## src/rtl/sl_pkg.sv

```systemverilog
// Shared definitions for the SL serial link: line-pair symbol encodings,
// FSM states, length/phase limits and small helpers used by both link ends.
package sl_pkg;

    localparam int SL_MIN_LEN   = 8;
    localparam int SL_MAX_LEN   = 32;
    localparam int SL_MIN_PHASE = 12;

    // Symbols are the line pair {sl1_n, sl0_n}; both lines are active-low.
    localparam logic [1:0] SYM_ZERO = 2'b10;
    localparam logic [1:0] SYM_ONE  = 2'b01;
    localparam logic [1:0] SYM_STOP = 2'b00;
    localparam logic [1:0] SYM_IDLE = 2'b11;

    typedef enum logic [1:0] {
        ST_IDLE  = 2'd0,
        ST_PULSE = 2'd1,
        ST_GAP   = 2'd2
    } sl_state_e;

    function automatic logic [5:0] sl_clamp_len(input logic [5:0] len);
        if (len < 6'(SL_MIN_LEN))
            return 6'(SL_MIN_LEN);
        else if (len > 6'(SL_MAX_LEN))
            return 6'(SL_MAX_LEN);
        else
            return len;
    endfunction

    // Odd parity over data plus parity: 1 when the word holds an even number of ones.
    function automatic logic sl_parity(input logic [31:0] data, input logic [5:0] len);
        logic [31:0] mask;
        mask = 32'hFFFF_FFFF >> (6'd32 - len);
        return ~(^(data & mask));
    endfunction

endpackage

```

## src/rtl/sl_phase_timer.sv

```systemverilog
// Loadable down-counter timing one PULSE or GAP phase; o_tc flags the last cycle.
module sl_phase_timer #(
    parameter int WIDTH = 16
) (
    input  logic             clk,
    input  logic             rst_n,
    input  logic             i_load,
    input  logic [WIDTH-1:0] i_value,
    output logic             o_tc
);

    logic [WIDTH-1:0] r_count;

    always_ff @(posedge clk or negedge rst_n) begin
        if (!rst_n)
            r_count <= '0;
        else if (i_load)
            r_count <= i_value;
        else if (r_count != '0)
            r_count <= r_count - WIDTH'(1);
    end

    assign o_tc = (r_count == WIDTH'(1));

endmodule

```

## src/rtl/sl_transmitter.sv

```systemverilog
// SL link transmitter: serialises a latched word LSB-first as timed low pulses
// on the zeroes/ones line pair, with optional odd parity and a stop symbol.
module sl_transmitter
    import sl_pkg::*;
#(
    parameter int PULSE_CYCLES = 16,
    parameter int GAP_CYCLES   = 16
) (
    input  logic        clk,
    input  logic        rst_n,
    input  logic        i_start,
    input  logic [31:0] i_data,
    input  logic [5:0]  i_word_len,
    input  logic        i_parity_en,
    output logic        o_sl0_n,
    output logic        o_sl1_n,
    output logic        o_busy,
    output logic        o_done
);

    if (PULSE_CYCLES < SL_MIN_PHASE || GAP_CYCLES < SL_MIN_PHASE) begin : g_bad_phase
        $error("sl_transmitter: PULSE_CYCLES and GAP_CYCLES must be at least SL_MIN_PHASE");
    end

    sl_state_e   r_state;
    logic [31:0] r_data;
    logic [5:0]  r_len;
    logic        r_par_en;
    logic        r_par_bit;
    logic [5:0]  r_idx;
    logic [1:0]  r_lines;
    logic        r_busy;
    logic        r_done;

    logic        w_accept;
    logic        w_tc;
    logic        w_last;
    logic        w_word_end;
    logic        w_load;
    logic [15:0] w_load_val;
    logic [1:0]  w_sym;
    logic [5:0]  w_len_clamped;

    assign w_len_clamped = sl_clamp_len(i_word_len);
    assign w_accept      = (r_state == ST_IDLE) && i_start;
    assign w_last        = (r_idx == r_len + {5'd0, r_par_en});
    assign w_word_end    = (r_state == ST_GAP) && w_tc && w_last;

    // The timer is reloaded at every phase boundary except the end of the word.
    assign w_load = w_accept
                 || ((r_state == ST_PULSE) && w_tc)
                 || ((r_state == ST_GAP) && w_tc && !w_last);
    assign w_load_val = (r_state == ST_PULSE) ? 16'(GAP_CYCLES) : 16'(PULSE_CYCLES);

    sl_phase_timer #(
        .WIDTH (16)
    ) u_phase_timer (
        .clk     (clk),
        .rst_n   (rst_n),
        .i_load  (w_load),
        .i_value (w_load_val),
        .o_tc    (w_tc)
    );

    always_comb begin
        w_sym = SYM_STOP;
        if (r_idx < r_len)
            w_sym = r_data[r_idx[4:0]] ? SYM_ONE : SYM_ZERO;
        else if (r_par_en && (r_idx == r_len))
            w_sym = r_par_bit ? SYM_ONE : SYM_ZERO;
    end

    // Outputs are registered from the current state, so they trail the FSM by one cycle.
    always_ff @(posedge clk or negedge rst_n) begin
        if (!rst_n) begin
            r_state   <= ST_IDLE;
            r_data    <= '0;
            r_len     <= '0;
            r_par_en  <= 1'b0;
            r_par_bit <= 1'b0;
            r_idx     <= '0;
            r_lines   <= SYM_IDLE;
            r_busy    <= 1'b0;
            r_done    <= 1'b0;
        end else begin
            case (r_state)
                ST_IDLE: begin
                    if (i_start) begin
                        r_data    <= i_data;
                        r_len     <= w_len_clamped;
                        r_par_en  <= i_parity_en;
                        r_par_bit <= sl_parity(i_data, w_len_clamped);
                        r_idx     <= '0;
                        r_state   <= ST_PULSE;
                    end
                end
                ST_PULSE: begin
                    if (w_tc)
                        r_state <= ST_GAP;
                end
                ST_GAP: begin
                    if (w_tc) begin
                        if (w_last) begin
                            r_state <= ST_IDLE;
                        end else begin
                            r_idx   <= r_idx + 6'd1;
                            r_state <= ST_PULSE;
                        end
                    end
                end
                default: r_state <= ST_IDLE;
            endcase
            r_lines <= (r_state == ST_PULSE) ? w_sym : SYM_IDLE;
            r_busy  <= (r_state != ST_IDLE) && !w_word_end;
            r_done  <= w_word_end;
        end
    end

    assign o_sl1_n = r_lines[1];
    assign o_sl0_n = r_lines[0];
    assign o_busy  = r_busy;
    assign o_done  = r_done;

endmodule

```

## config.mk

```make
export PLATFORM = sky130hd
export DESIGN_NAME = sl_transmitter
export DESIGN_NICKNAME = d
export VERILOG_FILES = /design/src/rtl/sl_pkg.sv /design/src/rtl/sl_phase_timer.sv /design/src/rtl/sl_transmitter.sv
export SDC_FILE = /design/constraint.sdc
export NUM_CORES = 1
export LEC_CHECK = 0
export ABC_AREA = 1
export CAP_MARGIN = 20
export CORE_ASPECT_RATIO = 1.75
export CORE_MARGIN = 1.5
export CORE_UTILIZATION = 45
export DETAILED_ROUTE_END_ITERATION = 16
export DONT_BUFFER_PORTS = 1
export PLACE_DENSITY_LB_ADDON = 0.3
export SLEW_MARGIN = 15
export SYNTH_ARGS = -nofsm -noshare
export SYNTH_HDL_FRONTEND = slang
export SYNTH_SLANG_ARGS = --single-unit
```

## constraint.sdc

```tcl
create_clock -name clk -period 2.7 [get_ports clk]
set_clock_uncertainty 0.05 [all_clocks]
set_input_delay 0.27 -clock clk [delete_from_list [all_inputs] [get_ports clk]]
set_output_delay 0.27 -clock clk [all_outputs]
set_load 0.02 [all_outputs]
```

==> results of run 1 <==
[per-stage QoR]
stage | utilization | worst slack [ns]
after detailed placement | 0.480 | -0.0724
after global routing | 0.527 | 0.00352
after floorplan | - | 0.158
after global placement | 0.480 | -0.00242
final | 0.527 | 0.272
after CTS | 0.527 | 0.148
[logic make-up (layout without fill, tap and decap cells)]
kind of cell	Yosys count	count (layout)	share of synthesized area
AND/OR/NAND/NOR	422	422	0.387
buffers and inverters	101	134	0.0855
AO/OA/AOI/OAI	76	76	0.0903
flip-flops	68	68	0.363
XOR/XNOR	17	17	0.0317
adder cells (fa/ha/maj)	16	16	0.0426
[flip-flops by register name (all words and copies together) (netlist names), 2 cells and up]
name	count
r_lines	2
r_data	32
u_phase_timer.r_count	16
r_len	6
r_idx	6
r_state	2
[how the worst max path moves through the flow]
stage	start	endpoint	cells after the start
after global placement	i_word_len[3]	r_par_bit	23
after CTS	r_par_en	r_idx[4]	11
final	i_word_len[3]	r_par_bit	23
after global routing	i_word_len[3]	r_par_bit	23
after floorplan	i_word_len[3]	r_par_bit	21
after detailed placement	i_word_len[3]	r_par_bit	23
[synthesized netlist by cell type, types with 3 or more instances]
| cell type | number | area [um2] |
|---|---|---|
| o22ai_1 | 6 | 37.5 |
| ha_1 | 16 | 200 |
| dfrtp_1 | 66 | 1650 |
| nand3_2 | 3 | 30.0 |
| nand2_1 | 250 | 938 |
| a211oi_1 | 3 | 22.5 |
| nand2_2 | 9 | 56.3 |
| a21oi_1 | 12 | 60.1 |
| xor2_1 | 12 | 105 |
| nor3_1 | 10 | 50.1 |
| nor3b_1 | 3 | 22.5 |
| nand4_1 | 13 | 81.3 |
| o221ai_1 | 3 | 26.3 |
| nand3_1 | 62 | 310 |
| xnor2_1 | 5 | 43.8 |
| nor2_1 | 59 | 221 |
| o21ai_0 | 45 | 225 |
| inv_1 | 78 | 293 |
| inv_2 | 5 | 18.8 |
| clkbuf_1 | 12 | 45.0 |
| or2_2 | 3 | 18.8 |
[report_power, final]
part           total [mW]  switching, mW  internal [mW]
Sequential           1.02              0           1.02
Combinational       0.462          0.302          0.161
Clock                1.12          0.422          0.694
[critical path: cells and delay by family]
| kind | cells | cell delay, ns |
|---|---|---|
| and+or+nand+nor | 17 | 1.59 |
| adders and majority gates | 2 | 0.48 |
| buffers and inverters | 4 | 0.25 |
[final cells by class]
class	count	share of cell area
Sequential cell	68	0.316
Tap cell	127	0.0294
Timing Repair Buffer	34	0.0607
Clock buffer	13	0.0501
Inverter	84	0.0586
Multi-Input combinational cell	531	0.482
Clock inverter	3	0.00371
[timing repair]
action | CTS | global route
setup endpoints to repair | 0 | 2
gates resized for setup | 0 | 1
hold buffers | 17 | 0
endpoints found under the hold margin | 83 | 0
[metal layers]
layer  track usage  wire length [um]  part of all wire  vias up
met5             0                 0                 0        -
met2         0.438              6800              0.55      121
met3        0.0502               416             0.033       41
met1         0.243              4610              0.37     2168
li1              -                 -                 -     2291
met4         0.126               609             0.049        0
==> results.py, run 1 <==
metrics = {
    "floorplan": {
        "die_area_um2": 11100,
        "num_rows": 49,
        "die_w_um": 80.3,
        "start_util": 0.459,
        "io_pins": 46,
        "coreArea_um2": 10200,
        "die_y_um": 138,
    },
    "power_and_ir_drop": {
        "power_density_nw_per_um2": 481,
        "power_mw": 2.60,
        "p_leak_nw": 2.91,
        "max-vdd-ir-drop_uv": 323,
    },
    "sta": {
        "finalMaxSlewViolations": 0,
        "rsz0062_at_grt": "no",
        "worst_pin_slew_ns": 0.667,
        "fmax_mhz": 412,
        "hold_viol": 0,
        "hold_ws_ns": 0.00903,
        "fin_crit_ns": 2.43,
        "period_share": 0.899,
        "setup_viol": 0,
        "tns_ns": 0,
        "relSlewSlack": 0.555,
    },
    "outcome": {
        "status": "finished clean",
    },
    "min_path": {
        "hold_depth": 2,
        "hold_path_class": "in -> reg",
        "worstHoldStart": "i_data[4]",
        "hold_end": "r_data[4]",
    },
    "drt": {
        "drt_wl_total_mm": 12.4,
        "vias_per_cell": 5.37,
        "wl_per_cell_um": 14.5,
        "antenna_left": 0,
        "first_iter_violations": 250,
        "route.detailed.drc": 0,
        "first_pass_iters": 5,
        "via_count": 4621,
    },
    "cells_and_area": {
        "drive_gt1_frac": 0.0887,
        "nets": 786,
        "multi_input_area_um2": 2600,
        "register_area_um2": 1700,
        "final_cell_mix": "nand2_1 (249), inv_1 (78), dfrtp_1 (66)",
        "fin_area_um2": 5400,
        "syn_to_final_growth_pct": 14.9,
        "n_fill_cell": 1002,
        "layout_commonest_cell": "nand2_1",
        "diodes": 0,
        "layout.cells.non_filler": 860,
    },
    "place": {
        "numPortBuffers": 0,
        "place_inst": 827,
        "place_area_um2": 4920,
        "dpl.hpwl_mm": 9.57,
        "gp_congestion": 0.930,
    },
    "synth": {
        "synth-main-ff-cell": "dfrtp_1",
        "ys_seq_area_frac": 0.363,
        "async_reset_ff_frac": 1.00,
        "syn_area_per_cell_um2": 6.71,
        "syn_area_um2": 4700,
        "yosys_warnings": 0,
        "synth_nets": 758,
        "synthCells": 700,
        "ys_types": 41,
        "ys_seq_elements": 68,
        "synth_enable_flop_cells": 0,
    },
    "cts": {
        "cts_tree": "yes",
        "cts.sinks": 68,
        "cts.clk_slew.worst_paths_ns": 0.05,
        "cts-root-buf": "clkbuf_16",
        "cts_made_buffers": 9,
        "cts_setup_buffers": 0,
        "clockBufferDepth": 2,
        "clk_latency_ns": 0.34,
        "cts_max_level": 3,
    },
    "global_route": {
        "grt_max_degree": 69,
        "grt_pass1_wl_mm": 20.5,
        "antenna_found_initial": 0,
        "grt_pass1_vias": 4591,
        "grt_use_total": 0.239,
        "overflow": 0,
    },
    "worst_setup_path": {
        "arrival_ns": 2.60,
        "rrSetupSlack_ns": 0.30,
        "worstSetupEndpointType": "flip-flop",
        "path_class": "in -> reg",
        "cp_max_fo": 4,
        "path_cells": "inv_2 > nand2_2 > nand2_2 > ha_1 > inv_1 > ha_1 > inv_1 > nor2_1 > nand3_1 > nand2_1 > nand2_1 > nand2_1 > inv_1 > nor2_1 > nand2_1 > nand2_1 > nand2_1 > nand2_1 > nand2_1 > nand2_1 > nand3_1 > nand3_1 > nand2_1",
        "worst_path_max_delay_cell": "ha_1",
        "cp-start-kind": "primary input",
        "cpPeakStageDelay_ns": 0.31,
        "r2r_cells": 15,
        "crit_top_cell": "nand2_1",
        "rr_startpoint": "u_phase_timer.r_count[0]",
        "required_ns": 2.87,
        "r2r_end": "u_phase_timer.r_count[13]",
    },
    "run": {
        "cap_violations": 0,
    },
}
No activity file was read; power rests on OpenSTA's default activity.
==> run 2: changes to the inputs <==
--- a/config.mk
+++ b/config.mk
@@ -16,4 +16,5 @@
 export SLEW_MARGIN = 15
 export SYNTH_ARGS = -nofsm -noshare
 export SYNTH_HDL_FRONTEND = slang
+export SYNTH_HIERARCHICAL = 1
 export SYNTH_SLANG_ARGS = --single-unit
==> constraint.sdc (replaced) <==
create_clock -name clk -period 3.1 [get_ports clk]
set_clock_uncertainty 0.05 [all_clocks]
set_input_delay 0.31 -clock clk [delete_from_list [all_inputs] [get_ports clk]]
set_output_delay 0.31 -clock clk [all_outputs]
set_load 0.02 [all_outputs]
==> run 2 against run 1 <==
Compared with the run above: register-to-register slack better by 0.04 ns; clock-buffer cell count is 4 lower; clock power is 4% lower; first-iteration DRC count is 19% lower; cell count is 9.3% higher; design area is 3.9% higher; routed wire length is 5.5% higher; synthesized cell count is 12% higher; synthesized area is 7.5% higher; sequential power is 8% higher; combinational power is 60% higher; total power is 12% higher; critical endpoint is now u_phase_timer/r_count[10].
==> results.py, run 2 <==
metrics = {
    "global_route": {
        "grt_max_degree": 69,
        "overflow": 0,
        "grt_pass1_wl_mm": 21.9,
        "antenna_found_initial": 0,
        "grt_use_total": 0.232,
        "grt_pass1_vias": 4790,
    },
    "drt": {
        "first_pass_iters": 4,
        "first_iter_violations": 203,
        "antenna_left": 0,
        "drt_wl_total_mm": 13.1,
        "wl_per_cell_um": 14.0,
        "route.detailed.drc": 0,
        "via_count": 4826,
        "vias_per_cell": 5.13,
    },
    "cells_and_area": {
        "final_cell_mix": "nand2_1 (317), inv_1 (90), nand3_1 (69)",
        "nets": 862,
        "layout_commonest_cell": "nand2_1",
        "multi_input_area_um2": 2970,
        "top_regs": "r_data: 32 flops, u_phase_timer/r_count: 16 flops",
        "drive_gt1_frac": 0.0705,
        "register_area_um2": 1700,
        "diodes": 0,
        "syn_to_final_growth_pct": 11.0,
        "largest_reg_flops": 32,
        "n_fill_cell": 1105,
        "final_util": 0.508,
        "regMostFlops": "r_data",
    },
    "sta": {
        "finalMaxSlewViolations": 0,
        "fmax_mhz": 362,
        "fin_crit_ns": 2.76,
        "rsz0062_at_grt": "no",
        "hold_viol": 0,
        "tns_ns": 0,
        "relSlewSlack": 0.640,
        "period_share": 0.892,
        "setup_viol": 0,
        "worst_pin_slew_ns": 0.539,
    },
    "floorplan": {
        "io_pins": 46,
        "die_area_um2": 11900,
        "num_rows": 51,
        "die_w_um": 83.1,
        "die_y_um": 143,
        "start_util": 0.458,
        "coreArea_um2": 11000,
    },
    "worst_setup_path": {
        "crit_top_cell": "nand2_1",
        "arrival_ns": 2.98,
        "path_class": "reg -> reg",
        "path_cells": "ha_1 > ha_1 > xnor2_1 > xor2_1 > nor3b_1 > nand4_1 > nand3_1 > nand2_1 > inv_1 > nand2_1 > buf_4 > a21oi_4 > nand3_1 > nand2_1",
        "required_ns": 3.32,
        "cpPeakStageDelay_ns": 0.42,
        "worstSetupEndpointType": "flip-flop",
        "rrSetupSlack_ns": 0.34,
        "worst_path_max_delay_cell": "dfrtp_1",
        "cp_max_fo": 18,
        "cp-start-kind": "flip-flop",
    },
    "cts": {
        "cts_made_buffers": 9,
        "cts-root-buf": "clkbuf_16",
        "hold_buffers": 2,
        "cts_setup_buffers": 0,
        "ctsResizeCount": 0,
        "clockBufferDepth": 2,
        "cts.clk_slew.worst_paths_ns": 0.06,
        "cts_tree": "yes",
        "cts.sinks": 68,
        "clk_latency_ns": 0.33,
        "cts_max_level": 3,
    },
    "power_and_ir_drop": {
        "p_leak_nw": 3.16,
        "power_density_nw_per_um2": 521,
        "max-vdd-ir-drop_uv": 320,
    },
    "synth": {
        "netlist.area_leader.share": 0.327,
        "synth_top_area_cell": "dfrtp_1",
        "synthCells": 786,
        "yosys_warnings": 6,
        "ys_seq_area_frac": 0.337,
        "ys_types": 38,
        "synth-main-ff-cell": "dfrtp_1",
        "yosys-top-cells-area": "dfrtp_1 (33%), nand2_1 (24%), nand3_1 (6.8%)",
        "synth_enable_flop_cells": 0,
        "synth_most_common_cell": "nand2_1",
        "ys_seq_elements": 68,
        "syn_area_per_cell_um2": 6.43,
        "syn_area_um2": 5050,
        "async_reset_ff_frac": 1.00,
        "synth_common_cells": "nand2_1 (318), inv_1 (90), nand3_1 (69)",
    },
    "place": {
        "numPortBuffers": 0,
        "dpl.hpwl_mm": 10.3,
        "gp_congestion": 0.933,
    },
    "outcome": {
        "status": "finished clean",
    },
    "min_path": {
        "hold_path_class": "in -> reg",
    },
    "run": {
        "cap_violations": 0,
    },
}
run 2: worst max-delay path, delay by kind of cell, from the launching register on:
family / cells / cell delay [ns]
compound gates: 1 / 0.24
xor+xnor: 2 / 0.31
fa+ha+maj: 2 / 0.47
buf+inv: 2 / 0.34
flops: 1 / 0.42
simple gates: 7 / 0.86
run 2: final timing paths:
| path | end | cells after the start | start |
|---|---|---|---|
| min in group asynchronous | r_len[5] | 2 | rst_n |
| setup reg to reg | u_phase_timer/r_count[10] | 14 | r_len[0] |
| hold reg to reg | r_data[9] | 2 | r_data[9] |
| setup / recovery | u_phase_timer/r_count[10] | 14 | r_len[0] |
| max in group asynchronous | r_lines[1] | 2 | rst_n |
| hold / removal | r_data[20] | 2 | i_data[20] |
run 2: per-stage QoR:
| step | area, um2 | worst slack (ns) | instances | hold WS (ns) | power, mW |
|---|---|---|---|---|---|
| 4_1_cts | 5610 | 0.286 | 940 | 0.0311 | 2.95 |
| 2_1_floorplan | 5100 | 0.448 | 800 | -0.0356 | 1.67 |
| 3_5_place_dp | 5260 | 0.173 | 923 | -0.0334 | 1.83 |
| 3_3_place_gp | 5260 | 0.298 | 923 | -0.0329 | 1.80 |
| 6_report | 5610 | 0.336 | 940 | 0.0404 | 2.92 |
| 5_1_grt | 5610 | 0.0536 | 940 | 0.0352 | 3.11 |
run 2: layout make-up:
cell class | instances | share of cell area
multi-input cells | 621 | 0.530
flip-flops and latches | 68 | 0.304
inverters | 94 | 0.0629
clock buffers | 9 | 0.0402
well taps | 132 | 0.0295
repair buffers | 10 | 0.0174
clock inverters | 6 | 0.0158
run 2: logic make-up (layout without fill, tap and decap cells):
| kind of cell | Yosys count | after routing | share of synthesized area |
|---|---|---|---|
| flip-flops | 68 | 68 | 0.337 |
| adder cells (fa/ha/maj) | 16 | 16 | 0.0396 |
| AO/OA/AOI/OAI | 86 | 86 | 0.0961 |
| buffers and inverters | 111 | 119 | 0.0847 |
| AND/OR/NAND/NOR | 490 | 490 | 0.418 |
| XOR/XNOR | 13 | 13 | 0.0225 |
| other | 2 | 16 | 0.00149 |
run 2: power by group:
group	total (mW)	internal, mW	switching [mW]
Sequential	1.10	0.987	0.113
Clock	1.08	0.700	0.382
Combinational	0.740	0.257	0.483
Total	2.92	1.94	0.978
run 2: layer usage:
metal | up-vias | global-route usage | wire length [um]
met4 | 0 | 0.147 | 742
met2 | 104 | 0.450 | 7140
met5 | - | 0 | 0
met3 | 40 | 0.0393 | 420
met1 | 2180 | 0.222 | 4820
li1 | 2502 | - | -
==> run 3: changes to the inputs <==
--- a/config.mk
+++ b/config.mk
@@ -12,9 +12,11 @@
 export CORE_UTILIZATION = 45
 export DETAILED_ROUTE_END_ITERATION = 16
 export DONT_BUFFER_PORTS = 1
+export HOLD_SLACK_MARGIN = 0.15
 export PLACE_DENSITY_LB_ADDON = 0.3
 export SLEW_MARGIN = 15
 export SYNTH_ARGS = -nofsm -noshare
 export SYNTH_HDL_FRONTEND = slang
 export SYNTH_HIERARCHICAL = 1
 export SYNTH_SLANG_ARGS = --single-unit
+export TNS_END_PERCENT = 100
==> run 3 against run 2 <==
Compared with the run above: sequential power hardly changed; maximum frequency is 0.25% lower; cell count is 3.5% higher; sequential share of layout area is 1.7 points lower; clock-buffer cell count stayed put; routed wire length is 4.1% higher; first-iteration DRC count is 14% lower; die area stayed put; via count is 3.1% higher; clock power hardly changed; non-clock buffer count is 33 higher; flip-flop and latch count stayed put; critical path type unchanged; largest cell class unchanged.
==> results.py, run 3 (same netlist as run 2, synthesis figures left out) <==
metrics = {
    "cts": {
        "clockBufferDepth": 2,
        "clk_latency_ns": 0.33,
        "cts_tree": "yes",
        "cts.sinks": 68,
        "cts_max_level": 3,
        "cts-root-buf": "clkbuf_16",
        "cts.clk_slew.worst_paths_ns": 0.06,
        "cts_made_buffers": 9,
    },
    "sta": {
        "fin_crit_ns": 2.77,
        "relSlewSlack": 0.643,
        "hold_viol": 0,
        "finalMaxSlewViolations": 0,
        "tns_ns": 0,
        "setup_viol": 0,
        "period_share": 0.894,
        "fmax_mhz": 361,
        "postLayoutSetupSlackWorst_ns": 0.329,
        "worst_pin_slew_ns": 0.535,
        "rsz0062_at_grt": "no",
    },
    "drt": {
        "first_iter_violations": 175,
        "wl_per_cell_um": 14.0,
        "drt_wl_total_mm": 13.7,
        "first_pass_iters": 4,
        "vias_per_cell": 5.11,
        "route.detailed.drc": 0,
        "antenna_left": 0,
        "via_count": 4975,
    },
    "global_route": {
        "grt_use_total": 0.240,
        "grt_pass1_vias": 5032,
        "overflow": 0,
        "grt_max_degree": 69,
        "antenna_found_initial": 0,
        "grt_pass1_wl_mm": 22.7,
    },
    "floorplan": {
        "coreArea_um2": 11000,
        "die_w_um": 83.1,
        "io_pins": 46,
        "die_y_um": 143,
        "die_area_um2": 11900,
        "start_util": 0.458,
        "num_rows": 51,
    },
    "place": {
        "gp_congestion": 0.933,
        "dpl.hpwl_mm": 10.3,
        "pre_cts_slack_ns": 0.173,
        "numPortBuffers": 0,
    },
    "worst_setup_path": {
        "cp_max_fo": 18,
        "path_class": "reg -> reg",
        "worst_path_max_delay_cell": "dfrtp_1",
        "cp-start-kind": "flip-flop",
        "crit_top_cell": "nand2_1",
        "worstSetupEndpointType": "flip-flop",
        "r2r_cells": 14,
        "cpPeakStageDelay_ns": 0.42,
        "path_cells": "ha_1 > ha_1 > xnor2_1 > xor2_1 > nor3b_1 > nand4_1 > nand3_1 > nand2_1 > inv_1 > nand2_1 > buf_4 > a21oi_4 > nand3_1 > nand2_1",
        "arrival_ns": 2.99,
        "required_ns": 3.32,
    },
    "cells_and_area": {
        "final_cell_mix": "nand2_1 (317), inv_1 (90), nand3_1 (69)",
        "regMostFlops": "r_data",
        "largest_reg_flops": 32,
        "drive_gt1_frac": 0.0678,
        "nets": 895,
        "syn_to_final_growth_pct": 17.6,
        "layout_commonest_cell": "nand2_1",
        "diodes": 0,
        "n_fill_cell": 1075,
        "top_regs": "r_data: 32 flops, u_phase_timer/r_count: 16 flops",
    },
    "min_path": {
        "hold_path_class": "in -> reg",
        "hold_depth": 2,
    },
    "power_and_ir_drop": {
        "p_leak_nw": 3.30,
        "power_density_nw_per_um2": 499,
        "max-vdd-ir-drop_uv": 321,
    },
    "outcome": {
        "status": "finished clean",
    },
    "run": {
        "cap_violations": 0,
    },
}
## run 3: what timing repair did
item | in CTS | in global routing
endpoints found under the hold margin | 101 | 0
setup buffers | 0 | 0
hold buffers | 35 | 0
setup endpoints to repair | 0 | 0
resized for setup | 0 | 0
## run 3: where the power goes
group	switching, mW	leakage, nW	internal (mW)	total, mW
clock network	0.382	0.148	0.700	1.08
logic	0.498	2.27	0.284	0.782
registers	0.113	0.878	0.987	1.10
total	0.993	3.30	1.97	2.96
## run 3: cell type report
| cell class | instances | area, um2 | share of cell area |
|---|---|---|---|
| inverters | 94 | 353 | 0.0594 |
| clock inverters | 6 | 88.8 | 0.0150 |
| flip-flops and latches | 68 | 1700 | 0.287 |
| repair buffers | 43 | 428 | 0.0721 |
| multi-input cells | 621 | 2970 | 0.501 |
| well taps | 132 | 165 | 0.0278 |
| clock buffers | 9 | 225 | 0.0379 |
## run 3: stage by stage
stage                     std cells  power (mW)   util  area [um2]  hold WS [ns]
after floorplan                 800        1.67      -        5100       -0.0356
after detailed placement        923        1.83  0.476        5260       -0.0334
after global placement          923        1.80  0.476        5260       -0.0329
after CTS                       973        2.98  0.538        5940         0.152
final                           973        2.96  0.538        5940         0.156
after global routing            973        3.15  0.538        5940         0.151
## run 3: path summary, 6_finish.rpt
path,startpoint,end,slack (ns)
worst max-delay path,r_len[0],u_phase_timer/r_count[15],0.33
min in group asynchronous,rst_n,r_len[5],0.45
worst min register to register,r_data[9],r_data[9],0.42
max in group asynchronous,rst_n,r_lines[0],2.19
worst min-delay path,i_data[0],r_data[0],0.16
worst max register to register,r_len[0],u_phase_timer/r_count[15],0.33
## run 3: routing by layer
layer	up-vias	share of wire	wire [um]	GRT usage
met5	-	0	0	0
met4	0	0.065	883	0.167
met3	41	0.032	435	0.0399
met2	118	0.54	7390	0.468
met1	2251	0.36	4950	0.224
li1	2565	-	-	-
## run 3: critical path: cells and delay by family (launching register included)
kind,cells,cell delay [ns]
simple gates,7,0.88
fa+ha+maj,2,0.47
flops,1,0.42
buf+inv,2,0.34
xor+xnor,2,0.31
compound gates,1,0.25
